===== config.mk =====
export PLATFORM = sky130hd
export DESIGN_NAME = piso_tx
export DESIGN_NICKNAME = d
export VERILOG_FILES = /design/src/rtl/piso_tx.sv
export SDC_FILE = /design/constraint.sdc
export NUM_CORES = 1
export LEC_CHECK = 0
export ABC_AREA = 1
export CAP_MARGIN = 20
export CORE_AREA = 2 2 39 41
export CTS_BUF_LIST = sky130_fd_sc_hd__clkbuf_4
export DETAILED_ROUTE_END_ITERATION = 6
export DIE_AREA = 0 0 41 43
export PLACE_DENSITY_LB_ADDON = 0.3
export SLEW_MARGIN = 20
export SYNTH_ARGS = -nofsm -noshare
export SYNTH_HDL_FRONTEND = slang
export SYNTH_SLANG_ARGS = --single-unit
export TNS_END_PERCENT = 1

===== constraint.sdc =====
create_clock -name clk -period 1.1 [get_ports clk]
set_input_delay 0.22 -clock clk [delete_from_list [all_inputs] [get_ports clk]]
set_output_delay 0.22 -clock clk [all_outputs]
set_load 0.02 [all_outputs]

===== src/rtl/piso_tx.sv =====
// piso_tx: parallel-in serial-out transmitter.
// A word accepted on ld/ready is shifted out one bit per clock, head bit
// selected by MSB_FIRST. A load in the last-bit cycle chains words with no gap.
module piso_tx #(
    parameter int WIDTH     = 4,
    parameter bit MSB_FIRST = 1'b1
) (
    input  logic             clk,
    input  logic             rst,
    input  logic             ld,
    input  logic [WIDTH-1:0] pin,
    output logic             ready,
    output logic             sout,
    output logic             sout_valid,
    output logic             done,
    output logic             busy
);

    localparam int                CNT_W    = (WIDTH > 2) ? $clog2(WIDTH) : 1;
    localparam logic [CNT_W-1:0]  CNT_LAST = CNT_W'(WIDTH - 1);

    typedef enum logic {
        IDLE  = 1'b0,
        SHIFT = 1'b1
    } state_t;

    state_t             r_state;
    state_t             w_next;
    logic [WIDTH-1:0]   r_shreg;
    logic [CNT_W-1:0]   r_cnt;
    logic               w_last;
    logic               w_accept;
    logic               w_head;

    assign w_last   = (r_cnt == '0);
    assign w_accept = ready & ld;
    assign w_head   = MSB_FIRST ? r_shreg[WIDTH-1] : r_shreg[0];

    // State register; reset drops straight back to IDLE, aborting any word.
    always_ff @(posedge clk or negedge rst) begin
        if (!rst) begin
            r_state <= IDLE;
        end else begin
            r_state <= w_next;
        end
    end

    // Next state and outputs, decoded from registered state only.
    always_comb begin
        w_next     = r_state;
        ready      = 1'b0;
        busy       = 1'b0;
        sout_valid = 1'b0;
        done       = 1'b0;
        case (r_state)
            IDLE: begin
                // Held low while reset is asserted.
                ready = rst;
                if (ld && rst) begin
                    w_next = SHIFT;
                end
            end
            SHIFT: begin
                busy       = 1'b1;
                sout_valid = 1'b1;
                if (w_last) begin
                    done   = 1'b1;
                    ready  = 1'b1;
                    w_next = ld ? SHIFT : IDLE;
                end
            end
            default: w_next = IDLE;
        endcase
    end

    // Serial data is forced low outside valid cycles.
    assign sout = sout_valid & w_head;

    // Shift register and bit counter: load on accept, advance while shifting.
    always_ff @(posedge clk or negedge rst) begin
        if (!rst) begin
            r_shreg <= '0;
            r_cnt   <= '0;
        end else if (w_accept) begin
            r_shreg <= pin;
            r_cnt   <= CNT_LAST;
        end else if (r_state == SHIFT && !w_last) begin
            if (MSB_FIRST) begin
                r_shreg <= {r_shreg[WIDTH-2:0], 1'b0};
            end else begin
                r_shreg <= {1'b0, r_shreg[WIDTH-1:1]};
            end
            r_cnt <= r_cnt - 1'b1;
        end
    end

endmodule


After elaboration in Yosys (flattened, before gate mapping):

Index checks and enable logic that the tools add are counted.

* register bits after elaboration: 7
* latch bits: 0
* memory bits (writable): 0
* memory bits (read-only): 0
* word-level logic and storage cells: 24
* memories: 0

* add/sub/neg operators: 1
* multiply operators: 0
* divide/modulo/power cells: 0
* magnitude comparators: 0
* equality and inequality tests: 0
* shift operators: 0
* muxes and demuxes: 12
* bitwise gates (word level): 3
* reductions and logical operators: 5

Operators with widths (count)
* $mux 4: 2
* $mux 1: 6
* $mux 2: 2
* $pmux 1 s2: 2
* $and 1x1->1: 2
* $logic_and 1x1->1: 2
* $logic_not 2->1: 1
* $reduce_bool 2->1: 1
* $sub 2x1->2 const B: 1
* $logic_not 1->1: 1
* $not 1->1: 1

Longest topological paths before layout:

Gate-level depths: netlist of run 1.

* depth in word-level cells: 5
* depth in mapped cells: 7

Worst setup path before layout of run 1:

Ideal clock, no wire load.

* path kind: register to register
* start point: register r_cnt[0]
* end point: register r_shreg[1]
* data arrival time: 1121 ps
* required time: 1032 ps
* path slack: -90 ps
* stages on the path, launching flop included: 7
* path buffers: 0
* path through: dfrtp_1 inv_1 ha_1 nand2_1 nand2_2 nand3_1 nand3_1

* word-level cells in the longest chain between the ends: 5
* elaborated cells on any way between the ends: 8
* those cells by class: 3 x mux; 1 x bitwise; 4 x reduce/logical

Ends and longest elaborated chain
* from (decl): RTL line 30 `logic [CNT_W-1:0] r_cnt;`
* from (signal assigned): RTL line 93 `r_cnt <= r_cnt - 1'b1;`
* $logic_not 2->1 *: RTL line 35 `assign w_last = (r_cnt == '0);`
* $mux 1 *: RTL line 66 `if (w_last) begin`
* $pmux 1 s2 *: RTL line 55 `case (r_state)`
* via ready: RTL line 12 `output logic ready,`
* $and 1x1->1 *: RTL line 36 `assign w_accept = ready & ld;`
* $mux 4 / $reduce_bool 2->1 (equally long branches)
* to (signal assigned): RTL line 85 `r_shreg <= pin;`
* to (signal assigned): RTL line 89 `r_shreg <= {r_shreg[WIDTH-2:0], 1'b0};`
* to (signal assigned): RTL line 91 `r_shreg <= {1'b0, r_shreg[WIDTH-1:1]};`
* to (decl): RTL line 29 `logic [WIDTH-1:0] r_shreg;`

The timed path passes the listed nets; every way through them passes the cells marked *.
A chain may end at the register's enable or synchronous reset.

Final worst setup path of run 1:

* start point: register r_cnt[0]
* end point: output ready

* word-level cells in the longest chain between the ends: 3

Ends and longest elaborated chain (RTL line)
* $logic_not 2->1: 35
* $mux 1: 66
* $pmux 1 s2: 55
* to (decl): 12

Every way passes these cells.

==> results.toml, run 1 <==
[die]
die_area_mm2 = 0.00176
start_util_pct = 28.5
rows = 14
die_x_um = 41
ios = 12
die_h_um = 43
core_mm2 = 0.00138

[global_routing]
grt_pass1_vias = 347
track_usage_pct = 13.7
grt_pass1_wl_um = 1500
gr-total-overflow = 0
grt_max_degree = 9
antenna_found_initial = 0

[final_layout]
nets = 84
antenna_cells = 0
fin_util_pct = 49.5
drive_above_1_share_pct = 45.9
synthToLayoutAreaGrowth_pct = 73.7
instances_no_fill = 90

[detailed_routing]
wl_per_cell_um = 10.4
drc_errors = 0
postRouteAntennaNets = 0
drtPass1Iterations = 3
avgViaCountPerCell = 4.39
vias = 395
wirelength_um = 939
drtIter0Drc = 3

[min_path]
hp-class = "in2async"

[synth]
synth-edff-count = 0
yosys_most_used_dff = "dfrtp_1"
syn_area_um2 = 394
syn_nets = 56
synth_area_per_cell_um2 = 8.39
synth.top_cell.area_share_pct = 44.4
synth_cell_type_count = 13
ys_top_cells_by_area = "dfrtp_1, nand3_1, nand2_1"
synth_seq_cells = 7
synthCells = 47
synth_area_leader_cell = "dfrtp_1"
synth_common_cells = "nand2_1, nand3_1, dfrtp_1, inv_1, ha_1"
synth-async-reset-ratio_pct = 100
yosysSeqAreaShare_pct = 44.4
yosys_warnings = 0
yosysMostFrequentCell = "nand2_1"

[power_and_ir_drop]
power_frac_clock_pct = 13.3
comb_power_share_pct = 64.6
switchingPower_uw = 801
finalPower_uw = 1960
leakagePower_uw = 0.000355
power_frac_seq_pct = 22.1
ir_drop_uv = 1180
switching_share_pct = 40.9
p_per_area_mw_per_mm2 = 2860
internal_power_uw = 1160

[cts]
cts_max_level = 1
cts_made_buffers = 3
clkSinkCount = 7
cts.path.max_buffers = 2
root_buffer = "clkbuf_4"
cts_tree = "built"
clkTransAtPathRegs_ps = 50
clk_latency_ps = 250

[sta]
max_slew.worst_pin.slew_ps = 121
finalHoldViolations = 0
fin_crit_ps = 1350
fmax_ghz = 0.742
skew_ps = 4.94
fin_crit_sh_pct = 123
rsz0062_at_grt = "true"
slew_headroom_pct = 91.9
holdWs_ps = 289
setup_slack_ps = -248
maxSlewViolCount = 0
setup_viol = 11

[placed_design]
port_buffers = 11
routabilityCongestion = 0.738
pre_cts_ws_ps = -604
hpwl_um = 670
placedCellCount = 83

[critical_path]
end_kind = "output port"
reg2regPathDepth = 7
crit_type = "reg2out"
crit_start = "r_cnt[0]$_DFFE_PN0P_"
cp_data_arrival_time_ps = 1130
crit_path_max_incr_delay_ps = 390
timing.rr.end = "r_shreg[2]$_DFFE_PN0P_"
crit_path_start_kind = "register"
crit_fanout = 3
r2r-start = "r_cnt[0]$_DFFE_PN0P_"
critPathCapture = "ready"
ff2ff_setup_slack_ps = -100
worst_path_max_delay_cell = "dfrtp_1"
worstPathRequired_ps = 880
path_cells = "inv_2, ha_4, nand2_2, nand2_4, buf_6"

[run_status]
violations = "setup timing"
run_status = "finished, violations left"

[flow_run]
drv_cap = 0
-- logic make-up (layout without fill, tap and decap cells) --
| group | after synthesis | in the layout | share of synthesized area [%] |
|---|---|---|---|
| adders and majority gates | 2 | 2 | 6.35 |
| buffers and inverters | 8 | 35 | 9.21 |
| AOI/OAI and AO/OA | 2 | 2 | 3.49 |
| and+or+nand+nor | 28 | 28 | 36.5 |
| DFF | 7 | 7 | 44.4 |
-- how the worst min path moves through the flow --
stage,startpoint,endpoint,slack [ps],cells past startpoint
after floorplan,rst,r_cnt[0]$_DFFE_PN0P_,-80,0
after global placement,r_cnt[0]$_DFFE_PN0P_,r_cnt[0]$_DFFE_PN0P_,460,2
after detailed placement,r_shreg[0]$_DFFE_PN0P_,r_shreg[1]$_DFFE_PN0P_,490,2
after CTS,rst,r_shreg[3]$_DFFE_PN0P_,290,2
after global routing,rst,r_shreg[2]$_DFFE_PN0P_,320,2
final,rst,r_shreg[3]$_DFFE_PN0P_,290,2
-- per-stage QoR --
step / setup TNS [ps] / instance area, um^2
6_report: -1100 / 684
5_1_grt: -1570 / 684
4_1_cts: -1180 / 667
3_5_place_dp: -3770 / 609
3_3_place_gp: -3600 / 609
2_1_floorplan: -48.7 / 412
-- cells in the final DEF (no fill, tap or decap), drive strengths merged --
cell / netlist / layout
dfrtp: 7 / 7
ha: 2 / 2
nor2: 1 / 1
clkbuf: 0 / 4
buf: 1 / 18
inv: 7 / 7
o21ai: 2 / 2
nand3: 12 / 12
clkdlybuf4s50: 0 / 6
nand2: 15 / 15
-- routing by layer --
layer  global-route usage [%]  vias up  wire length, um
met1                     15.5      181              385
met2                     19.1        7              496
met3                     6.28        4               33
met4                     10.0        0               23
met5                        0        -                0
li1                         -      203                -
-- worst max-delay path, delay by kind of cell, from the launching register on --
family,cells,cell delay (ps)
adder cells (fa/ha/maj),1,150
buffers and inverters,2,220
flip-flops,1,390
AND/OR/NAND/NOR,2,120
-- what timing repair did --
| action | 4_1_cts | 5_1_grt |
|---|---|---|
| gates resized for setup | 30 | 6 |
| hold buffers | 0 | 0 |
| buffers inserted | 3 | 0 |
| endpoints found under the setup margin | 10 | 11 |
| pin swaps | 6 | 0 |
| gates cloned | 0 | 0 |
-- flip-flops by register name, indices dropped and copies added, names as in the netlist --
register	count
r_shreg	4
r_cnt	2
r_state	1
-- power by group through the flow --
| stage | Sequential (uW) | Combinational [uW] | Clock (uW) |
|---|---|---|---|
| floorplan | 443 | 643 | 0 |
| global placement | 421 | 1100 | 0 |
| detailed placement | 428 | 1110 | 0 |
| CTS | 429 | 1210 | 274 |
| global route | 442 | 1370 | 284 |
| finish | 433 | 1270 | 260 |
-- final cells by class --
type | count | area (um^2)
Tap cell | 16 | 20.0
Inverter | 7 | 28.8
Fill cell | 148 | 699
Timing Repair Buffer | 24 | 214
Multi-Input combinational cell | 32 | 215
Clock buffer | 4 | 30.0
Sequential cell | 7 | 176
No activity file was read; power rests on OpenSTA's default activity.
==> run 2: changes to the inputs <==
- SLEW_MARGIN: 20 -> default
==> results of run 2 <==
The final DEF is identical to that of run 1; final timing and power are the same.
==> run 3: changes to the inputs <==
- CTS_BUF_LIST: sky130_fd_sc_hd__clkbuf_4 -> default
==> results.toml, run 3 (same netlist as run 1, synthesis figures left out) <==
[run_status]
run_status = "finished, violations left"
violations = "setup timing"

[placed_design]
placed_area_um2 = 609
port_buffers = 11
placedCellCount = 83
routabilityCongestion = 0.738
hpwl_um = 670
pre_cts_ws_ps = -604

[sta]
totalNegativeSetupSlack_ps = -1130
maxSlewViolCount = 0
skew_ps = 5.77
fin_crit_ps = 1350
setup_slack_ps = -251
finalHoldViolations = 0
max_slew.worst_pin.slew_ps = 120
fmax_ghz = 0.740
fin_crit_sh_pct = 123
rsz0062_at_grt = "true"
setup_viol = 11
slew_headroom_pct = 92.0

[detailed_routing]
drc_errors = 0
vias = 397
drtIter0Drc = 5
postRouteAntennaNets = 0
drtPass1Iterations = 3
wl_per_cell_um = 10.6
avgViaCountPerCell = 4.41
wirelength_um = 953

[die]
start_util_pct = 28.5
rows = 14
die_h_um = 43
ios = 12
die_x_um = 41
core_mm2 = 0.00138
die_area_mm2 = 0.00176

[cts]
clkSinkCount = 7
cts_tree = "built"
hold_buffers = 0
cts.path.max_buffers = 2
cts_max_level = 1
clkTransAtPathRegs_ps = 50
root_buffer = "clkbuf_4"
cts_made_buffers = 3
clk_latency_ps = 260

[final_layout]
antenna_cells = 0
drive_above_1_share_pct = 44.6
largest_reg_flops = 4
n_fill_cell = 151
regMostFlops = "r_shreg"
largestRegisters = "r_shreg (4), r_cnt (2), r_state (1)"
fin_area_um2 = 681
nets = 84
mostFrequentLayoutCells = "nand2_1, buf_4, nand3_1"
fin_util_pct = 49.2
final-seq-area_um2 = 176
instances_no_fill = 90
synthToLayoutAreaGrowth_pct = 72.7
multi_input_area_um2 = 215

[global_routing]
track_usage_pct = 14.0
grt_pass1_wl_um = 1540
gr-total-overflow = 0
grt_pass1_vias = 361
grt_max_degree = 9
antenna_found_initial = 0

[min_path]
hp-class = "in2async"

[critical_path]
end_kind = "output port"
crit_fanout = 3
crit_type = "reg2out"
crit_path_start_kind = "register"
cp_data_arrival_time_ps = 1130
worstPathRequired_ps = 880

[power_and_ir_drop]
ir_drop_uv = 1180
p_per_area_mw_per_mm2 = 2850
leakagePower_uw = 0.000352

[flow_run]
drv_cap = 0
## run 3: cell counts in the layout (fill, tap and decap cells not counted)
No cell type changed its count.
## run 3: power by group
part	leakage (uW)	switching (uW)	internal (uW)
combinational	0.000251	638	629
sequential	0.0000856	67.9	366
clock	0.0000150	98.6	139
total	0.000352	805	1130
## run 3: per-layer routing
metal	wire length, um	vias to the layer above	GRT usage, %
li1	-	203	-
met1	389	183	15.8
met2	506	7	19.7
met3	34	4	6.28
met4	23	0	10.0
met5	0	-	0
## run 3: final timing paths
kind                       depth (start not counted)  slack [ps]                    from                      to
max                                                5        -250    r_cnt[0]$_DFFE_PN0P_                   ready
min in group clk                                   2         500  r_shreg[0]$_DFFE_PN0P_  r_shreg[0]$_DFFE_PN0P_
min reg2reg                                        2         500  r_shreg[0]$_DFFE_PN0P_  r_shreg[0]$_DFFE_PN0P_
min                                                2         290                     rst  r_shreg[3]$_DFFE_PN0P_
max reg2reg                                        7        -100    r_cnt[0]$_DFFE_PN0P_  r_shreg[2]$_DFFE_PN0P_
max in group asynchronous                          2         670                     rst       r_state$_DFF_PN0_
## run 3: critical path, stage by stage, from the launching register on
cell     delay [ps]
dfrtp_1         390
inv_2           110
ha_4            150
nand2_2          60
nand2_4          60
buf_6           110
## run 3: final cells by class
cell class                 instances  area share, %
clock buffer                       4           3.86
inverter                           7           4.23
multi-input combinational         32           31.6
sequential                         7           25.9
tap                               16           2.94
timing repair buffer              24           31.4
## run 3: repair_timing
item,in CTS,in global routing
gates cloned,0,0
endpoints found under the setup margin,10,11
pin swaps,6,0
buffers inserted,3,0
resized for setup,30,6
## run 3: stage by stage
stage | hold WS [ps] | power (uW)
3_3_place_gp | 464 | 1520
2_1_floorplan | -75.6 | 1090
5_1_grt | 318 | 2080
6_report | 287 | 1940
3_5_place_dp | 490 | 1540
4_1_cts | 294 | 1890
